$ cat src/rtl/div_pkg.sv
// Shared constants for the multi-cycle DIV/DIVU unit: FSM encodings, handshake
// levels and the aluop codes that select it.
package div_pkg;

  localparam int unsigned RegBus = 32;

  localparam logic [1:0] DivFree   = 2'b00;
  localparam logic [1:0] DivByZero = 2'b01;
  localparam logic [1:0] DivOn     = 2'b10;
  localparam logic [1:0] DivEnd    = 2'b11;

  localparam logic DivResultReady    = 1'b1;
  localparam logic DivResultNotReady = 1'b0;
  localparam logic DivStart          = 1'b1;
  localparam logic DivStop           = 1'b0;

  localparam logic [7:0] EXE_DIV_OP  = 8'b0001_1010;
  localparam logic [7:0] EXE_DIVU_OP = 8'b0001_1011;

  // Two's-complement negate when en is set, pass-through otherwise.
  function automatic logic [RegBus-1:0] cond_neg(input logic [RegBus-1:0] v, input logic en);
    return en ? (~v + 1'b1) : v;
  endfunction

endpackage

$ cat src/rtl/div.sv
// Radix-2 restoring divider for MIPS DIV/DIVU; one quotient bit per cycle,
// result held with ready_o high until the requester drops start_i.
module div
  import div_pkg::*;
(
  input  logic              clk,
  input  logic              rst,
  input  logic              signed_div_i,
  input  logic [RegBus-1:0] opdata1_i,
  input  logic [RegBus-1:0] opdata2_i,
  input  logic              start_i,
  input  logic              annul_i,
  output logic [63:0]       result_o,
  output logic              ready_o
);

  logic [1:0]        state_q, state_d;
  logic [5:0]        cnt_q, cnt_d;
  logic [64:0]       dividend_q, dividend_d;
  logic [RegBus-1:0] divisor_q, divisor_d;
  logic              neg1_q, neg1_d;
  logic              neg2_q, neg2_d;
  logic [63:0]       result_q, result_d;
  logic              ready_q, ready_d;

  logic [RegBus:0]   tmp;
  logic              op1_neg, op2_neg;
  logic [RegBus-1:0] quo_fix, rem_fix;

  assign op1_neg = signed_div_i & opdata1_i[RegBus-1];
  assign op2_neg = signed_div_i & opdata2_i[RegBus-1];
  assign tmp     = {1'b0, dividend_q[63:32]} - {1'b0, divisor_q};
  assign quo_fix = cond_neg(dividend_q[31:0], neg1_q ^ neg2_q);
  assign rem_fix = cond_neg(dividend_q[64:33], neg1_q);

  always_comb begin
    state_d    = state_q;
    cnt_d      = cnt_q;
    dividend_d = dividend_q;
    divisor_d  = divisor_q;
    neg1_d     = neg1_q;
    neg2_d     = neg2_q;
    result_d   = result_q;
    ready_d    = ready_q;
    unique case (state_q)
      DivFree: begin
        ready_d  = DivResultNotReady;
        result_d = '0;
        if (start_i == DivStart && !annul_i) begin
          if (opdata2_i == '0) begin
            state_d = DivByZero;
          end else begin
            state_d    = DivOn;
            cnt_d      = '0;
            dividend_d = {32'b0, cond_neg(opdata1_i, op1_neg), 1'b0};
            divisor_d  = cond_neg(opdata2_i, op2_neg);
            neg1_d     = op1_neg;
            neg2_d     = op2_neg;
          end
        end
      end
      DivByZero: begin
        state_d    = DivEnd;
        dividend_d = '0;
      end
      DivOn: begin
        if (annul_i) begin
          state_d    = DivFree;
          cnt_d      = '0;
          dividend_d = '0;
          divisor_d  = '0;
          ready_d    = DivResultNotReady;
          result_d   = '0;
        end else if (cnt_q != 6'd32) begin
          // Borrow out means the trial subtraction failed: shift in a 0 bit.
          if (tmp[RegBus]) begin
            dividend_d = {dividend_q[63:0], 1'b0};
          end else begin
            dividend_d = {tmp[31:0], dividend_q[31:0], 1'b1};
          end
          cnt_d = cnt_q + 6'd1;
        end else begin
          state_d  = DivEnd;
          cnt_d    = '0;
          result_d = {rem_fix, quo_fix};
          ready_d  = DivResultReady;
        end
      end
      DivEnd: begin
        if (start_i == DivStop) begin
          state_d  = DivFree;
          ready_d  = DivResultNotReady;
          result_d = '0;
        end else begin
          ready_d = DivResultReady;
        end
      end
    endcase
  end

  always_ff @(posedge clk or posedge rst) begin
    if (rst) begin
      state_q    <= DivFree;
      cnt_q      <= '0;
      dividend_q <= '0;
      divisor_q  <= '0;
      neg1_q     <= 1'b0;
      neg2_q     <= 1'b0;
      result_q   <= '0;
      ready_q    <= DivResultNotReady;
    end else begin
      state_q    <= state_d;
      cnt_q      <= cnt_d;
      dividend_q <= dividend_d;
      divisor_q  <= divisor_d;
      neg1_q     <= neg1_d;
      neg2_q     <= neg2_d;
      result_q   <= result_d;
      ready_q    <= ready_d;
    end
  end

  assign result_o = result_q;
  assign ready_o  = ready_q;

endmodule

$ cat config.mk
export PLATFORM = sky130hd
export DESIGN_NAME = div
export DESIGN_NICKNAME = d
export VERILOG_FILES = /design/src/rtl/div_pkg.sv /design/src/rtl/div.sv
export SDC_FILE = /design/constraint.sdc
export NUM_CORES = 1
export LEC_CHECK = 0
export CAP_MARGIN = 20
export CORE_ASPECT_RATIO = 0.7
export CORE_MARGIN = 8
export CORE_UTILIZATION = 55
export DETAILED_ROUTE_END_ITERATION = 7
export MAX_ROUTING_LAYER = met4
export PLACE_DENSITY = 0.79
export SETUP_SLACK_MARGIN = 0.3
export SLEW_MARGIN = 20
export SYNTH_ARGS = -nofsm -noshare
export SYNTH_HDL_FRONTEND = slang
export SYNTH_SLANG_ARGS = --single-unit
$ cat constraint.sdc
create_clock -name clk -period 6.5 [get_ports clk]
set_clock_uncertainty 0.15 [all_clocks]
set_input_delay 1.3 -clock clk [delete_from_list [all_inputs] [get_ports clk]]
set_output_delay 1.3 -clock clk [all_outputs]
set_load 0.01 [all_outputs]
Yosys cells after proc, flatten, opt, wreduce, memory -nomap -nowiden

Index checks and enable logic that the tools add are counted.

Register bits: 172
Bits in latches: 0
RAM bits: 0
Bits in read-only memories: 0
Bits of input ports: 69
Output and inout port bits: 65
Logic and storage cells: 79
Memories kept: 0

$add $sub $neg: 6
$mul: 0
Divide/modulo/power cells: 0
Order comparisons: 0
Equality and inequality tests: 10
Shift operators: 0
Multiplexer cells: 33
Bitwise logic cells: 8
Reductions and logical operators: 14

Operators by type and width:

| cell                  | number |
|---|---|
| $mux 65               | 5 |
| $mux 32               | 7 |
| $pmux 65 s3           | 1 |
| $mux 64               | 3 |
| $pmux 64 s3           | 1 |
| $add 32x1->32 const B | 4 |
| $not 32->32           | 4 |
| $pmux 32 s2           | 1 |
| $sub 32x32->33        | 1 |
| $logic_not 32->1      | 1 |
| $mux 6                | 4 |
| $pmux 6 s2            | 1 |
| $reduce_and 3->1      | 4 |
| $mux 2                | 5 |
| $ne 2x2->1 const B    | 4 |
| $pmux 2 s4            | 1 |
| $reduce_and 4->1      | 2 |
| $add 6x1->6 const B   | 1 |
| $ne 3x3->1 const B    | 2 |
| $ne 6x6->1 const B    | 1 |
| $reduce_bool 3->1     | 2 |
| $eq 2x2->1 const B    | 2 |
| $mux 1                | 3 |
| $pmux 1 s3            | 1 |
| other kinds (9)       | 10 |

Logic depth before layout (Yosys ltp)

Gate-level depths: netlist (run 1).

Depth after elaboration: 6
Mapped depth: 13
Gate-level depth less buffers: 12

Worst setup path before layout (run 1)

No wires, ideal clock.

Path type: input-to-reg
From: in opdata2_i[8]
To: reg dividend_q[33]
Setup time: 0.121 ns
Arrival: 3.478 ns
Required time: 6.229 ns
Path slack: 2.751 ns
Cell stages on the path: 10
Path buffers: 2
Path through: or4_1 -> nor3b_2 -> nand4_1 -> or3_4 -> nand3_2 -> a21oi_2 -> and2_0 -> buf_2 -> buf_6 -> a22o_1

Cells in the longest elaborated chain, start to end: 3

Ends and longest elaborated chain:

| what                       | RTL line   | RTL |
|---|---|---|
| start: declaration         | div.sv:10  | `input logic [RegBus-1:0] opdata2_i,` |
| $logic_not 32->1           | div.sv:50  | `if (opdata2_i == '0) begin` |
| $ne 2x2->1 (no line)       | --         |  |
| $reduce_and 4->1 (no line) | --         |  |
| end signal: assignment     | div.sv:114 | `dividend_q <= dividend_d;` |
| end: declaration           | div.sv:19  | `logic [64:0] dividend_q, dividend_d;` |

No other way between the ends.
A chain may end at the register's enable or synchronous reset.

Final worst setup path (run 1)

From: in opdata2_i[8]
To: reg dividend_q[64]

Same word-level chain as after synthesis.

==> impl_metrics.ini, run 1 <==
[worst_setup_path]
reg2regPathDepth = 10
worstPathMaxFanout = 18
r2r_end = dividend_q[64]
critPathCaptureType = flop
cp.arrival_ns = 4.76
critPathLaunchType = input pin
crit_type = in -> reg
r2r_start = dividend_q[34]
r2r_setup_slack_ns = 2.37
cp.required_ns = 6.66

[clocking]
tritoncts = done
post-cts-setup-buffers = 0
cts-root-buf = clkbuf_16
cts_buffers = 17
cts_repair_resize_count = 0
clock_latency_ns = 0.44
path_clk_slew_ns = 0.07
cts.sinks = 172
cts_buffer_depth = 2
htreeDepth = 4
cts_hold_buf = 0

[run]
drv_cap = 0

[global_route]
grt_pass1_vias = 9569
grt_first_pass_wirelength_um = 51900
track_usage_pct = 25.5
grt.overflow.total = 0
grt_max_degree = 91
antenna_found_initial = 0

[place]
dpl.cell_count = 1731
portBuffers = 133
place_congestion = 0.947
dp_hpwl_um = 24400
postPlaceCellArea_um2 = 13000

[timing]
setup_violations = 0
worst_pin_slew_ns = 1.08
final_max_slew_viol_count = 0
max_freq_mhz = 218
fin_crit_ns = 4.60
finalHoldViolations = 0
tns_ns = 0
fin_crit_sh_pct = 70.7
worst_hold_slack_ns = 0.329
slew_headroom_pct = 27.4
rsz0062_at_grt = no

[floorplanning]
fp.dieW_um = 189
start_util_pct = 55.8
io_pins = 134
dieArea_um2 = 25900
fp.coreArea_um2 = 20600
placementRows = 44
die_h_um = 137

[final_layout]
diodes = 0
final_layout_size_suffix_gt1_share_pct = 4.84
final_core_util_pct = 65.8
post-route-cell-area_um2 = 13600
syn_to_final_growth_pct = 17.9
final_cell_mix = 219 x nand2_1, 172 x dfrtp_1, 152 x o21ai_0
final_cells = 1763
final_common_cell = nand2_1
nNetsFinal = 1587

[detailed_routing]
vias_per_cell = 5.97
wire_per_inst_um = 18.2
drtAntennaViolNets = 0
via_count = 10500
first_pass_iters = 6
drc = 0
finalWirelength_um = 32100
drt_iter0_markers = 1099

[synthesis]
syn_avg_cell_area_um2 = 8.27
ys_types = 74
ys_ff_latch = 172
async_flop_share_pct = 100
synth_ff_type = dfrtp_1
syn_nets = 1505
synth_edf_count = 0
synth_area_um2 = 11500
ys_seq_area_share_pct = 37.4
syn_inst = 1392
synth_warnings = 0

[power]
switching_power_uw = 2660
swShare_pct = 47.0
ir_drop_v = 0.000359
seqPwrFrac_pct = 28.5
powerDensity_nw_per_um2 = 417
p_clk_share_pct = 18.4
p_comb_share_pct = 53.1
p_int_uw = 3010
leakagePower_uw = 0.00578

[hold_path]
hold_class = reg -> reg
min_to = result_o[58]
min_from = result_o[58]
min_path_cells = 2

[status]
status = finished clean
==> metal layers <==
metal / up-vias / track usage [%] / part of all wire (%)
li1: 5087 / - / -
met1: 4931 / 39.6 / 51
met2: 473 / 31.0 / 37
met3: 29 / 7.99 / 11
met4: 0 / 4.76 / 0.76
met5: - / - / 0
==> power by group through the flow <==
| stage | Clock (uW) | Sequential [uW] | Combinational [uW] |
|---|---|---|---|
| after floorplan | 0 | 1540 | 2190 |
| after global placement | 0 | 1610 | 2890 |
| after detailed placement | 0 | 1620 | 2960 |
| after CTS | 1050 | 1600 | 2970 |
| after global routing | 1100 | 1650 | 3340 |
| final | 1040 | 1620 | 3010 |
==> how the worst max path moves through the flow <==
| stage | startpoint | end | slack (ns) | cells after the start |
|---|---|---|---|---|
| final | opdata2_i[8] | dividend_q[64] | 1.90 | 10 |
| after global routing | opdata2_i[8] | dividend_q[54] | 1.79 | 10 |
| after CTS | opdata2_i[8] | divisor_q[10] | 1.80 | 10 |
| after detailed placement | opdata2_i[8] | divisor_q[10] | 1.36 | 10 |
| after global placement | opdata2_i[8] | divisor_q[0] | 1.54 | 10 |
| after floorplan | rst | cnt_q[0] | 0.39 | 1 |
==> critical path: stages <==
cell             delay [ns]
clkdlybuf4s50_1        0.48
or4_1                  0.63
nor3b_2                0.23
nand4_1                0.20
or3_4                  0.45
nand3_2                0.17
a21oi_2                0.16
and2_0                 0.57
a32oi_1                0.42
o21ai_0                0.13
==> layout make-up <==
class / count / area [um^2]
inverter: 58 / 223
clock inverter: 14 / 170
clock buffer: 18 / 429
sequential: 172 / 4300
multi-input combinational: 1081 / 6670
tap: 276 / 345
timing repair buffer: 144 / 1440
fill: 1741 / 7070
==> flip-flops by register name, summed over array words and instances (netlist names) <==
signal	cells
dividend_q	65
neg1_q	1
divisor_q	32
state_q	2
result_o	64
ready_o	1
neg2_q	1
cnt_q	6
==> cell usage after synthesis, drive strengths merged (15+ instances only) <==
| cell | count | share of area (%) |
|---|---|---|
| a31oi | 19 | 1.0 |
| nor3 | 26 | 1.1 |
| xnor2 | 56 | 4.3 |
| o21ai | 194 | 8.4 |
| dfrtp | 172 | 37 |
| a22oi | 15 | 0.98 |
| buf | 20 | 1.1 |
| o31ai | 48 | 3.1 |
| clkbuf | 61 | 2.0 |
| nand2 | 219 | 7.1 |
| a21oi | 94 | 4.2 |
| ha | 43 | 4.7 |
| nor2 | 83 | 2.7 |
| xor2 | 83 | 6.3 |
| inv | 58 | 1.9 |
| o41ai | 15 | 1.2 |
==> kinds of logic after synthesis <==
logic type                 share of synthesized area [%]
AOI/OAI and AO/OA                                   23.5
xor gates and xnor gates                            10.6
adders and majority gates                           4.84
buffers and inverters                               5.03
DFF                                                 37.4
muxes                                              0.717
and+or+nand+nor                                     18.0
==> through the flow <==
stage | setup slack [ns] | power [uW]
CTS | 1.80 | 5620
finish | 1.90 | 5670
detailed placement | 1.36 | 4580
global route | 1.79 | 6080
floorplan | 0.390 | 3730
global placement | 1.54 | 4500
No activity file was read; power rests on OpenSTA's default activity.
==> run 2, diff against run 1 <==
==> constraint.sdc (replaced) <==
create_clock -name clk -period 4.23 [get_ports clk]
set_clock_uncertainty 0.15 [all_clocks]
set_input_delay 0.846 -clock clk [delete_from_list [all_inputs] [get_ports clk]]
set_output_delay 0.846 -clock clk [all_outputs]
set_load 0.01 [all_outputs]
==> run 2 against run 1 <==
  * Utilization grew 0.79 points
  * Sequential power rose by 52%
  * Non-clock buffer count increased by 14
  * Flip-flop and latch count unchanged
  * Power rose by 56%
  * Combinational power is 58% higher
  * First-iteration DRC count decreased by 9.3%
  * Register-to-register slack lost 1.8 ns
  * Critical path type unchanged
  * Largest cell class unchanged
  * Highest routed layer unchanged
==> impl_metrics.ini, run 2 (synthesis gave the netlist of run 1 again) <==
[clocking]
clock_latency_ns = 0.45
cts-root-buf = clkbuf_16
cts_hold_buf = 0
htreeDepth = 4
cts_buffer_depth = 2
path_clk_slew_ns = 0.07
cts_buffers = 17
tritoncts = done
cts.sinks = 172
post-cts-setup-buffers = 0

[worst_setup_path]
path_cells = clkdlybuf4s50_1 -> or4_1 -> nor3b_2 -> nand4_1 -> or3_4 -> nand3_2 -> a21oi_2 -> and2_0 -> buf_4 -> nand2b_1 -> o21ai_0
worst-path-buf-inv = 2
reg2regPathDepth = 11
r2r_setup_slack_ns = 0.60
cp.arrival_ns = 3.85
cpMaxStageDelayCell = or4_1
cp-endpoint = dividend_q[63]
startpoint = opdata2_i[8]
r2r_start = dividend_q[42]
worstPathMaxFanout = 18
critPathLaunchType = input pin
cp.required_ns = 4.39
crit_type = in -> reg
critical_path.max_stage_delay_ns = 0.63
r2r_end = dividend_q[53]
crit_cells = 11
crit_family = simple AND/OR/NAND/NOR gates
critPathCaptureType = flop

[final_layout]
max_flop_register = dividend_q
final_layout_size_suffix_gt1_share_pct = 5.73
syn_to_final_growth_pct = 19.3
largest_reg_flops = 65
final_core_util_pct = 66.6
final_common_cell = nand2_1
nNetsFinal = 1601
diodes = 0
final_cell_mix = 219 x nand2_1, 172 x dfrtp_1, 152 x o21ai_0
final_cells = 1777

[floorplanning]
placementRows = 44
fp.coreArea_um2 = 20600
dieArea_um2 = 25900
fp.dieW_um = 189
start_util_pct = 55.8
io_pins = 134
die_h_um = 137

[timing]
setup_violations = 0
max_freq_mhz = 271
fin_crit_sh_pct = 87.2
fin_crit_ns = 3.69
final_max_slew_viol_count = 0
rsz0062_at_grt = no
slew_headroom_pct = 30.1
worst_pin_slew_ns = 1.05
finalHoldViolations = 0
tns_ns = 0

[detailed_routing]
drc = 0
finalWirelength_um = 32000
wire_per_inst_um = 18.0
drt_iter0_markers = 997
via_count = 10500
drtAntennaViolNets = 0
first_pass_iters = 5
vias_per_cell = 5.92

[global_route]
grt.overflow.total = 0
track_usage_pct = 25.6
grt_pass1_vias = 9532
antenna_found_initial = 0
grt_max_degree = 173
grt_first_pass_wirelength_um = 51800

[place]
portBuffers = 133
place_congestion = 0.965
dp_hpwl_um = 24300
dpl.cell_count = 1745

[hold_path]
hold_class = reg -> reg

[power]
ir_drop_v = 0.000408
leakagePower_uw = 0.00588
powerDensity_nw_per_um2 = 643

[status]
status = finished clean

[run]
drv_cap = 0
## run 2: worst register-to-register path: stages (launching register included)
cell,delay [ns]
dfrtp_1,0.50
ha_1,0.47
nand4_1,0.16
a2111oi_0,0.45
o41ai_1,0.22
and3_1,0.25
o41ai_4,0.46
a221oi_4,0.14
buf_12,0.21
nor3_1,0.28
a21oi_1,0.06
o21ai_0,0.18
## run 2: report_power, final
part / internal, uW / total (uW) / leakage [uW] / switching, uW
logic: 1840 / 4750 / 0.00324 / 2910
clock network: 863 / 1620 / 0.000297 / 757
registers: 2030 / 2470 / 0.00233 / 440
## run 2: worst min path at each step
stage | startpoint | endpoint | depth (start not counted)
final | result_o[24] | result_o[24] | 2
after detailed placement | result_o[62] | result_o[62] | 2
after global placement | result_o[49] | result_o[49] | 2
after global routing | result_o[20] | result_o[20] | 2
after CTS | result_o[62] | result_o[62] | 2
after floorplan | divisor_q[28] | divisor_q[28] | 2
## run 2: layout make-up
class	instances	area, um^2
Clock buffer	18	439
Clock inverter	14	175
Fill cell	1728	6910
Inverter	58	221
Multi-Input combinational cell	1081	6670
Sequential cell	172	4300
Tap cell	276	345
Timing Repair Buffer	158	1580
## run 2: timing repair
action	CTS	global route
setup endpoints to repair	0	1
resized for setup	0	1
hold endpoints to repair	0	0
## run 2: per-layer routing
metal,share of wire (%),global-route usage (%),up-vias
met4,0.76,4.42,0
met5,0,-,-
met3,11,6.42,26
met1,51,41.1,4934
met2,37,30.8,442
li1,-,-,5116
## run 2: per-stage QoR
| step | total power, uW | cell area, um^2 | setup WS, ns | hold slack, ns |
|---|---|---|---|---|
| 2_1_floorplan | 5730 | 11500 | 0.935 | 0.297 |
| 4_1_cts | 8780 | 13700 | 0.513 | 0.333 |
| 3_3_place_gp | 7040 | 13100 | 0.211 | 0.312 |
| 6_report | 8840 | 13700 | 0.543 | 0.327 |
| 5_1_grt | 9480 | 13700 | 0.336 | 0.351 |
| 3_5_place_dp | 7140 | 13100 | 0.128 | 0.317 |
==> run 3, diff against run 2 <==
==> constraint.sdc (replaced) <==
create_clock -name clk -period 4.7 [get_ports clk]
set_clock_uncertainty 0.15 [all_clocks]
set_input_delay 0.94 -clock clk [delete_from_list [all_inputs] [get_ports clk]]
set_output_delay 0.94 -clock clk [all_outputs]
set_load 0.01 [all_outputs]
==> run 3 against run 2 <==
  * Worst hold slack improved by 0.0014 ns
  * Count of clock-buffer cells in the layout did not move
  * Power fell by 11%
  * Critical path depth did not move
  * Register-to-register slack improved by 0.37 ns
  * Die area did not move
  * Largest power group unchanged
  * Sequential power fell by 9.3%
  * Setup slack improved by 0.36 ns
==> impl_metrics.ini, run 3 (synthesis gave the netlist of run 1 again) <==
[status]
status = finished clean

[clocking]
tritoncts = done
cts_buffers = 17
path_clk_slew_ns = 0.07
clock_latency_ns = 0.44
cts_buffer_depth = 2
cts_repair_resize_count = 0
post-cts-setup-buffers = 0
cts_hold_buf = 0
cts-root-buf = clkbuf_16
htreeDepth = 4
cts.sinks = 172

[hold_path]
hold_class = reg -> reg

[detailed_routing]
drtAntennaViolNets = 0
finalWirelength_um = 32100
first_pass_iters = 8
wire_per_inst_um = 18.1
vias_per_cell = 5.94
drt_iter0_markers = 1013
via_count = 10500
drc = 0

[place]
place_congestion = 0.955
postPlaceCellArea_um2 = 13100
pre_cts_ws_ns = 0.514
portBuffers = 133
dp_hpwl_um = 24400

[worst_setup_path]
cp.required_ns = 4.90
critPathCaptureType = flop
startpoint = opdata2_i[8]
crit_type = in -> reg
cp.arrival_ns = 4.00
reg2regPathDepth = 11
r2r_setup_slack_ns = 0.97
r2r_end = dividend_q[53]
worstPathMaxFanout = 33
r2r_start = dividend_q[42]
cp-endpoint = divisor_q[17]
critPathLaunchType = input pin

[final_layout]
largest_reg_flops = 65
nNetsFinal = 1593
max_flop_register = dividend_q
final_cell_mix = 219 x nand2_1, 172 x dfrtp_1, 152 x o21ai_0
diodes = 0
fillers = 1728
seqCellArea_um2 = 4300
final_common_cell = nand2_1
final_layout_size_suffix_gt1_share_pct = 5.16
syn_to_final_growth_pct = 18.3
multi_input_area_um2 = 6670
post-route-cell-area_um2 = 13600

[timing]
finalWorstSetupSlack_ns = 0.907
final_max_slew_viol_count = 0
setup_violations = 0
fin_crit_sh_pct = 80.7
finalHoldViolations = 0
tns_ns = 0
rsz0062_at_grt = no
worst_hold_slack_ns = 0.329
fin_crit_ns = 3.79
slew_headroom_pct = 37.7
worst_pin_slew_ns = 0.929
max_freq_mhz = 264

[power]
leakagePower_uw = 0.00580
powerDensity_nw_per_um2 = 577
p_total_uw = 7860
ir_drop_v = 0.000641

[floorplanning]
die_h_um = 137
io_pins = 134
fp.dieW_um = 189
dieArea_um2 = 25900
start_util_pct = 55.8
fp.coreArea_um2 = 20600
placementRows = 44

[global_route]
grt_max_degree = 173
antenna_found_initial = 0
grt_pass1_vias = 9896
grt.overflow.total = 0
track_usage_pct = 25.8
grt_first_pass_wirelength_um = 52500

[run]
drv_cap = 0
run 3: cell types whose count changed in the layout (fill, tap and decap cells not counted), sizes merged:
| cell | change |
|---|---|
| buf | -8 |
| bufinv | -1 |
| clkinv | -3 |
| clkinvlp | +1 |
| inv | +3 |
run 3: metrics by stage:
step           instances  util, %
2_1_floorplan       1392        -
3_3_place_gp        1737     63.2
3_5_place_dp        1737     63.3
4_1_cts             1769     66.0
5_1_grt             1769     66.0
6_report            1769     66.0
run 3: final cells by class:
cell class	count	area share, %
Multi-Input combinational cell	1081	48.9
Sequential cell	172	31.6
Timing Repair Buffer	150	11.2
Clock buffer	18	3.15
Tap cell	276	2.53
Inverter	58	1.62
Clock inverter	14	1.05
run 3: worst min path at each step:
stage,end,slack (ns),cells past startpoint,start
floorplan,divisor_q[28],0.30,2,divisor_q[28]
global placement,result_o[51],0.31,2,result_o[51]
detailed placement,result_o[10],0.32,2,result_o[10]
CTS,result_o[59],0.34,2,result_o[59]
global route,result_o[10],0.36,2,result_o[10]
finish,result_o[59],0.33,2,result_o[59]
run 3: where the power goes:
part           leakage [uW]  internal, uW  switching (uW)
registers           0.00233          1820             418
clock network      0.000276           709             674
logic               0.00319          1640            2600
total               0.00580          4180            3690
run 3: worst max-delay path: stages:
cell,delay (ns)
clkdlybuf4s50_1,0.48
or4_1,0.62
nor3b_2,0.23
nand4_1,0.18
or3_4,0.44
nand3_2,0.15
a21boi_4,0.29
or2_1,0.14
buf_4,0.31
nand2_1,0.11
o21ai_1,0.09
run 3: layer usage:
layer	up-vias	GRT usage [%]	wire length, um
met3	29	7.74	3330
li1	5093	-	-
met2	444	31.3	11900
met4	0	5.24	334
met5	-	-	0
met1	4949	40.0	16500
